==> config.mk <==
export PLATFORM = sky130hd
export DESIGN_NAME = battle_sequencer
export DESIGN_NICKNAME = d
export VERILOG_FILES = /design/src/rtl/battle_sequencer.sv
export SDC_FILE = /design/constraint.sdc
export NUM_CORES = 1
export LEC_CHECK = 0
export ABC_AREA = 0
export BUFFER_PORTS_ARGS = -buffer_cell sky130_fd_sc_hd__buf_4
export CELL_PAD_IN_SITES_DETAIL_PLACEMENT = 1
export CELL_PAD_IN_SITES_GLOBAL_PLACEMENT = 2
export CORE_UTILIZATION = 28
export CTS_CLUSTER_SIZE = 8
export DETAILED_ROUTE_END_ITERATION = 7
export GPL_ROUTABILITY_DRIVEN = 0
export GPL_TIMING_DRIVEN = 0
export PLACE_DENSITY_LB_ADDON = 0.1
export SETUP_SLACK_MARGIN = 0.05
export SYNTH_ARGS = -nofsm -noshare
export SYNTH_HDL_FRONTEND = slang
export SYNTH_SLANG_ARGS = --single-unit
export TNS_END_PERCENT = 50
==> constraint.sdc <==
create_clock -name clk -period 2.35 [get_ports clk]
set_input_delay 0.1175 -clock clk [delete_from_list [all_inputs] [get_ports clk]]
set_output_delay 0.1175 -clock clk [all_outputs]
set_load 0.005 [all_outputs]
==> src/rtl/battle_sequencer.sv <==
// Turn-based combat controller: owns player/enemy HP for one encounter and
// sequences command, player strike or run attempt, enemy strike and death checks.
module battle_sequencer #(
    parameter int          HP_W       = 16,
    parameter int          PLAYER_ATK = 10,
    parameter logic [15:0] SEED       = 16'hACE1
) (
    input  logic            clk,
    input  logic            rst,
    input  logic            encounter,
    input  logic [HP_W-1:0] player_hp_in,
    input  logic [HP_W-1:0] enemy_hp_init,
    input  logic [7:0]      enemy_atk,
    input  logic            godmode,
    input  logic            cmd_valid,
    input  logic [3:0]      cmd,
    output logic            cmd_ready,
    output logic [HP_W-1:0] player_hp,
    output logic [HP_W-1:0] enemy_hp,
    output logic            in_battle,
    output logic            run_failed,
    output logic            done,
    output logic [1:0]      result
);

    localparam logic [15:0]     LFSR_INIT = (SEED == 16'h0000) ? 16'hACE1 : SEED;
    localparam logic [HP_W-1:0] ATK       = HP_W'(PLAYER_ATK);
    localparam logic [3:0]      CMD_ATK   = 4'd5;
    localparam logic [3:0]      CMD_RUN   = 4'd6;

    typedef enum logic [3:0] {
        S_IDLE,
        S_WAIT_CMD,
        S_PLAYER_HIT,
        S_CHECK_E,
        S_RUN,
        S_ENEMY_HIT,
        S_CHECK_P,
        S_WIN,
        S_LOSE,
        S_FLED
    } state_t;

    state_t          r_state;
    state_t          w_state_nxt;
    logic [15:0]     r_lfsr;
    logic [HP_W-1:0] r_player_hp;
    logic [HP_W-1:0] r_enemy_hp;
    logic            r_in_battle;
    logic [1:0]      r_result;
    logic            w_cmd_ready;
    logic            w_run_failed;
    logic            w_done;
    logic            w_lfsr_fb;
    logic [HP_W-1:0] w_enemy_dmg;

    function automatic logic [HP_W-1:0] sat_sub(input logic [HP_W-1:0] a,
                                                 input logic [HP_W-1:0] b);
        return (a > b) ? (a - b) : '0;
    endfunction

    assign w_lfsr_fb   = r_lfsr[15] ^ r_lfsr[13] ^ r_lfsr[12] ^ r_lfsr[10];
    assign w_enemy_dmg = HP_W'(enemy_atk);

    always_ff @(posedge clk or posedge rst) begin
        if (rst) begin
            r_state <= S_IDLE;
        end else begin
            r_state <= w_state_nxt;
        end
    end

    always_comb begin
        w_state_nxt  = r_state;
        w_cmd_ready  = 1'b0;
        w_run_failed = 1'b0;
        w_done       = 1'b0;
        case (r_state)
            S_IDLE: begin
                if (encounter) begin
                    w_state_nxt = (enemy_hp_init == '0) ? S_WIN : S_WAIT_CMD;
                end
            end
            S_WAIT_CMD: begin
                w_cmd_ready = 1'b1;
                // Unknown codes are consumed silently and the turn keeps waiting.
                if (cmd_valid && cmd == CMD_ATK) begin
                    w_state_nxt = S_PLAYER_HIT;
                end else if (cmd_valid && cmd == CMD_RUN) begin
                    w_state_nxt = S_RUN;
                end
            end
            S_PLAYER_HIT: w_state_nxt = S_CHECK_E;
            S_CHECK_E:    w_state_nxt = (r_enemy_hp == '0) ? S_WIN : S_ENEMY_HIT;
            S_RUN: begin
                // r_lfsr here is the value loaded at the edge that accepted the run.
                if (r_lfsr[1:0] != 2'b00) begin
                    w_state_nxt = S_FLED;
                end else begin
                    w_run_failed = 1'b1;
                    w_state_nxt  = S_ENEMY_HIT;
                end
            end
            S_ENEMY_HIT:  w_state_nxt = S_CHECK_P;
            S_CHECK_P:    w_state_nxt = (r_player_hp == '0) ? S_LOSE : S_WAIT_CMD;
            S_WIN, S_LOSE, S_FLED: begin
                w_done      = 1'b1;
                w_state_nxt = S_IDLE;
            end
            default:      w_state_nxt = S_IDLE;
        endcase
    end

    always_ff @(posedge clk or posedge rst) begin
        if (rst) begin
            r_lfsr      <= LFSR_INIT;
            r_player_hp <= '0;
            r_enemy_hp  <= '0;
            r_in_battle <= 1'b0;
            r_result    <= 2'd0;
        end else begin
            r_lfsr <= {r_lfsr[14:0], w_lfsr_fb};
            if (r_state == S_IDLE && encounter) begin
                r_player_hp <= player_hp_in;
                r_enemy_hp  <= enemy_hp_init;
                r_in_battle <= 1'b1;
                r_result    <= 2'd0;
            end
            if (r_state == S_PLAYER_HIT) begin
                r_enemy_hp <= sat_sub(r_enemy_hp, ATK);
            end
            if (r_state == S_ENEMY_HIT && !godmode) begin
                r_player_hp <= sat_sub(r_player_hp, w_enemy_dmg);
            end
            // Terminal entry overrides the IDLE load so an empty enemy wins at once.
            if (w_state_nxt == S_WIN) begin
                r_result    <= 2'd1;
                r_in_battle <= 1'b0;
            end else if (w_state_nxt == S_LOSE) begin
                r_result    <= 2'd2;
                r_in_battle <= 1'b0;
            end else if (w_state_nxt == S_FLED) begin
                r_result    <= 2'd3;
                r_in_battle <= 1'b0;
            end
        end
    end

    assign cmd_ready  = w_cmd_ready;
    assign run_failed = w_run_failed;
    assign done       = w_done;
    assign player_hp  = r_player_hp;
    assign enemy_hp   = r_enemy_hp;
    assign in_battle  = r_in_battle;
    assign result     = r_result;

endmodule

==> key figures <==
Synthesis
  – Compound-Gate Fraction of Synth Area: 0.207
  – Simple-gate area share of the yosys netlist: 0.233
  – Post-synth top area share: 0.373
  – Synth Cell Area: 0.00315 sq mm
  – Area leader, netlist: dfrtp_1
  – Post-synth EDFFs: 0
  – Mapped Cells: 346
  – Syn Area/Cell: 9.12 sq um
  – Sequential area share after synthesis: 0.440
  – Mux cell area share after synthesis: 0.0159
  – Fraction of the mapped netlist area in adder cells: 0.0420
  – Top cells by area, synth: dfrtp_1, dfstp_2, o21ai_0
  – XOR/XNOR share of the synthesized area: 0.0250
  – Yosys warning count: 0
  – Netlist cell types: 57
  – Fraction of registers with async set/reset: 1.00
  – Largest family of logic cells by synthesized area: simple AND/OR/NAND/NOR gates
  – Predominant post-synthesis flop cell: dfrtp_1
  – Seq cells post-synth: 55
  – Mapped Nets: 405

Timing
  – Max Fclk: 0.437 GHz
  – Final setup vio count: 0
  – Fin. Hold Viols: 0
  – Clock skew: 0.0172 ns
  – Slew @ Worst Pin: 0.608 ns
  – Hold_ws: 0.0176 ns
  – Fin worst setup slack: 0.0630 ns
  – Final min period: 2.29 ns
  – Tcrit/Tclk final: 0.973
  – RSZ-0062 raised after global routing: true
  – Rel. slew slack: 0.594
  – Slew Limit Fails: 0

Status
  – Run status: completed

Clock tree
  – CTS Root Buffer Type: clkbuf_8
  – CTS Buffer Depth: 2
  – Clock Latency Late Sink: 0.33 ns
  – TritonCTS Buffers: 5
  – H-tree depth: 2
  – CTS tree: yes
  – Clock Pin Slew Worst Setup and Hold Paths: 0.11 ns
  – Clk sinks: 55

Cells and area
  – Area growth, synth to finish: 41.9%
  – Final Net Count: 525
  – Share of cells above drive strength 1: 0.366
  – Register Area: 0.00139 sq mm
  – Most frequent cells in the layout: buf_4, dfrtp_1, nor2_1
  – Design area: 0.00448 sq mm
  – Commonest non-fill, non-tap cell in the layout: buf_4
  – Footprint of the multi-input gates: 0.00181 sq mm
  – Antenna cells: 0
  – Filler Cell Count: 1283

Floorplan
  – Ports: 87
  – Initial Util: 0.290
  – Core Region: 0.0109 sq mm
  – Die Wd: 108 um
  – Die H: 108 um
  – Die footprint: 0.0117 sq mm
  – Rows: 38

Global routing
  – Number of global-route vias before repair: 3247
  – Initial antenna violation count: 0
  – Total Routing Usage GR: 0.195
  – Overflow after GRT: 0
  – Largest net degree at the start of global routing: 30
  – First-pass GRT wire length: 17.5 mm

Job
  – Max Cap Viol: 0

Setup path
  – CP top delay family: simple AND/OR/NAND/NOR gates
  – Worst Path Arrival: 2.49 ns
  – Max stage delay cell, worst path: dfrtp_1
  – Worst setup SP type: flop
  – Crit-path cells: or3_4, or3_4, o41ai_4, o31ai_4, buf_6, a221oi_2, a21oi_1
  – Crit Path Class: reg2reg
  – R2R depth: 7
  – R2R Path End: player_hp[0]
  – Cell repeated most along the worst path: or3_4
  – Req. time, crit path: 2.55 ns
  – CP Buf/Inv Count: 1
  – Setup slack, reg-to-reg: 0.06 ns
  – Worst-path maximum fanout: 5
  – Max stage delay on crit path: 0.42 ns
  – Reg-to-reg startpoint: player_hp[12]
  – CP Depth: 7
  – CP Capture Type: flop

Drt
  – Initial DRC Count: 112
  – DRC errors left: 0
  – Final wirelength: 10.7 mm
  – Number of routed nets with antenna violations: 0
  – DRT Pass-1 Iters: 4
  – WL per Instance: 17.7 um
  – Vias: 3154
  – DR vias/cell: 5.20

Power
  – Leak: 1.97 nW
  – Total design power: 5.32 mW
  – Power density over the cells: 1190 mW/mm^2
  – VDD IR max: 0.400 mV

Placed design
  – Placed Area: 0.00402 sq mm
  – Detail Placement HPWL: 7.76 mm
  – IO buf count: 86
  – Worst slack, placed: -0.422 ns

Worst hold path
  – Hold Path Depth: 3
  – Worst hold path type: in2reg
  – Hold Crit Start: player_hp_in[15]
  – Hold worst-path end: player_hp[15]
-- layout make-up --
type | instances | share of cell area
well taps | 140 | 0.0391
plain buffers | 12 | 0.0145
clock inverters | 3 | 0.00643
clock buffers | 5 | 0.0154
flip-flops and latches | 55 | 0.311
inverters | 17 | 0.0143
multi-input cells | 262 | 0.404
repair buffers | 113 | 0.195
-- registers in the layout, indices dropped and copies added (netlist names) --
register / count
enemy_hp: 16
player_hp: 16
r_lfsr: 16
r_state: 4
result: 2
in_battle: 1
-- per-stage QoR --
step	cells	util	TNS [ns]
after global placement	572	0.368	-8.83
after global routing	607	0.411	-0.139
final	607	0.411	0
after detailed placement	573	0.369	-7.03
after floorplan	346	-	0
after CTS	601	0.401	-0.324
-- layer usage --
metal	wire length, um	GRT usage	vias to the layer above	share of wire
met3	387	0.0259	4	0.036
met1	5130	0.275	1565	0.48
met5	0	0	-	0
met2	5150	0.316	65	0.48
met4	63	0.0440	0	0.0059
li1	-	-	1520	-
-- timing repair --
action,in CTS,in global routing
pin swaps,13,8
endpoints found under the hold margin,22,1
gates cloned,1,0
endpoints found under the setup margin,31,31
buffers inserted,16,5
resized for setup,20,24
hold buffers,3,1
-- how the worst max path moves through the flow --
stage / start / end / slack (ns)
after floorplan: player_hp[0] / player_hp[14] / 0.05
after global placement: enemy_hp[8] / enemy_hp[14] / -0.40
after detailed placement: enemy_hp[8] / enemy_hp[10] / -0.42
after CTS: player_hp[12] / player_hp[2] / -0.06
after global routing: player_hp[0] / player_hp[0] / -0.05
final: player_hp[12] / player_hp[0] / 0.06
-- power breakdown --
part / leakage (nW) / total, mW / internal, mW / switching, mW
Combinational: 1.25 / 3.02 / 1.47 / 1.55
Sequential: 0.667 / 1.70 / 1.25 / 0.448
Clock: 0.0511 / 0.604 / 0.227 / 0.378
-- cell usage after synthesis, types with 9 or more instances --
library cell   n
nor2_1        36
a21oi_1       18
nand4_1        9
nor4_1         9
o21ai_0       30
inv_1         17
dfrtp_1       47
nand2_1       30
ha_1           9
nor3_1        16
-- worst reg2reg max path, delay by kind of cell (launching register included) --
family | cells | cell delay (ns)
AO/OA/AOI/OAI | 4 | 0.78
flip-flops | 1 | 0.42
AND/OR/NAND/NOR | 2 | 0.79
buffers and inverters | 1 | 0.18
-- cells by family (layout without fill, tap and decap cells) --
group | count (synthesis) | in the layout
AOI/OAI and AO/OA | 95 | 95
xor gates and xnor gates | 9 | 9
adders and majority gates | 10 | 10
buffers and inverters | 29 | 150
DFF | 55 | 55
muxes | 5 | 5
and+or+nand+nor | 143 | 143
Power figures use the tool's default switching activity.
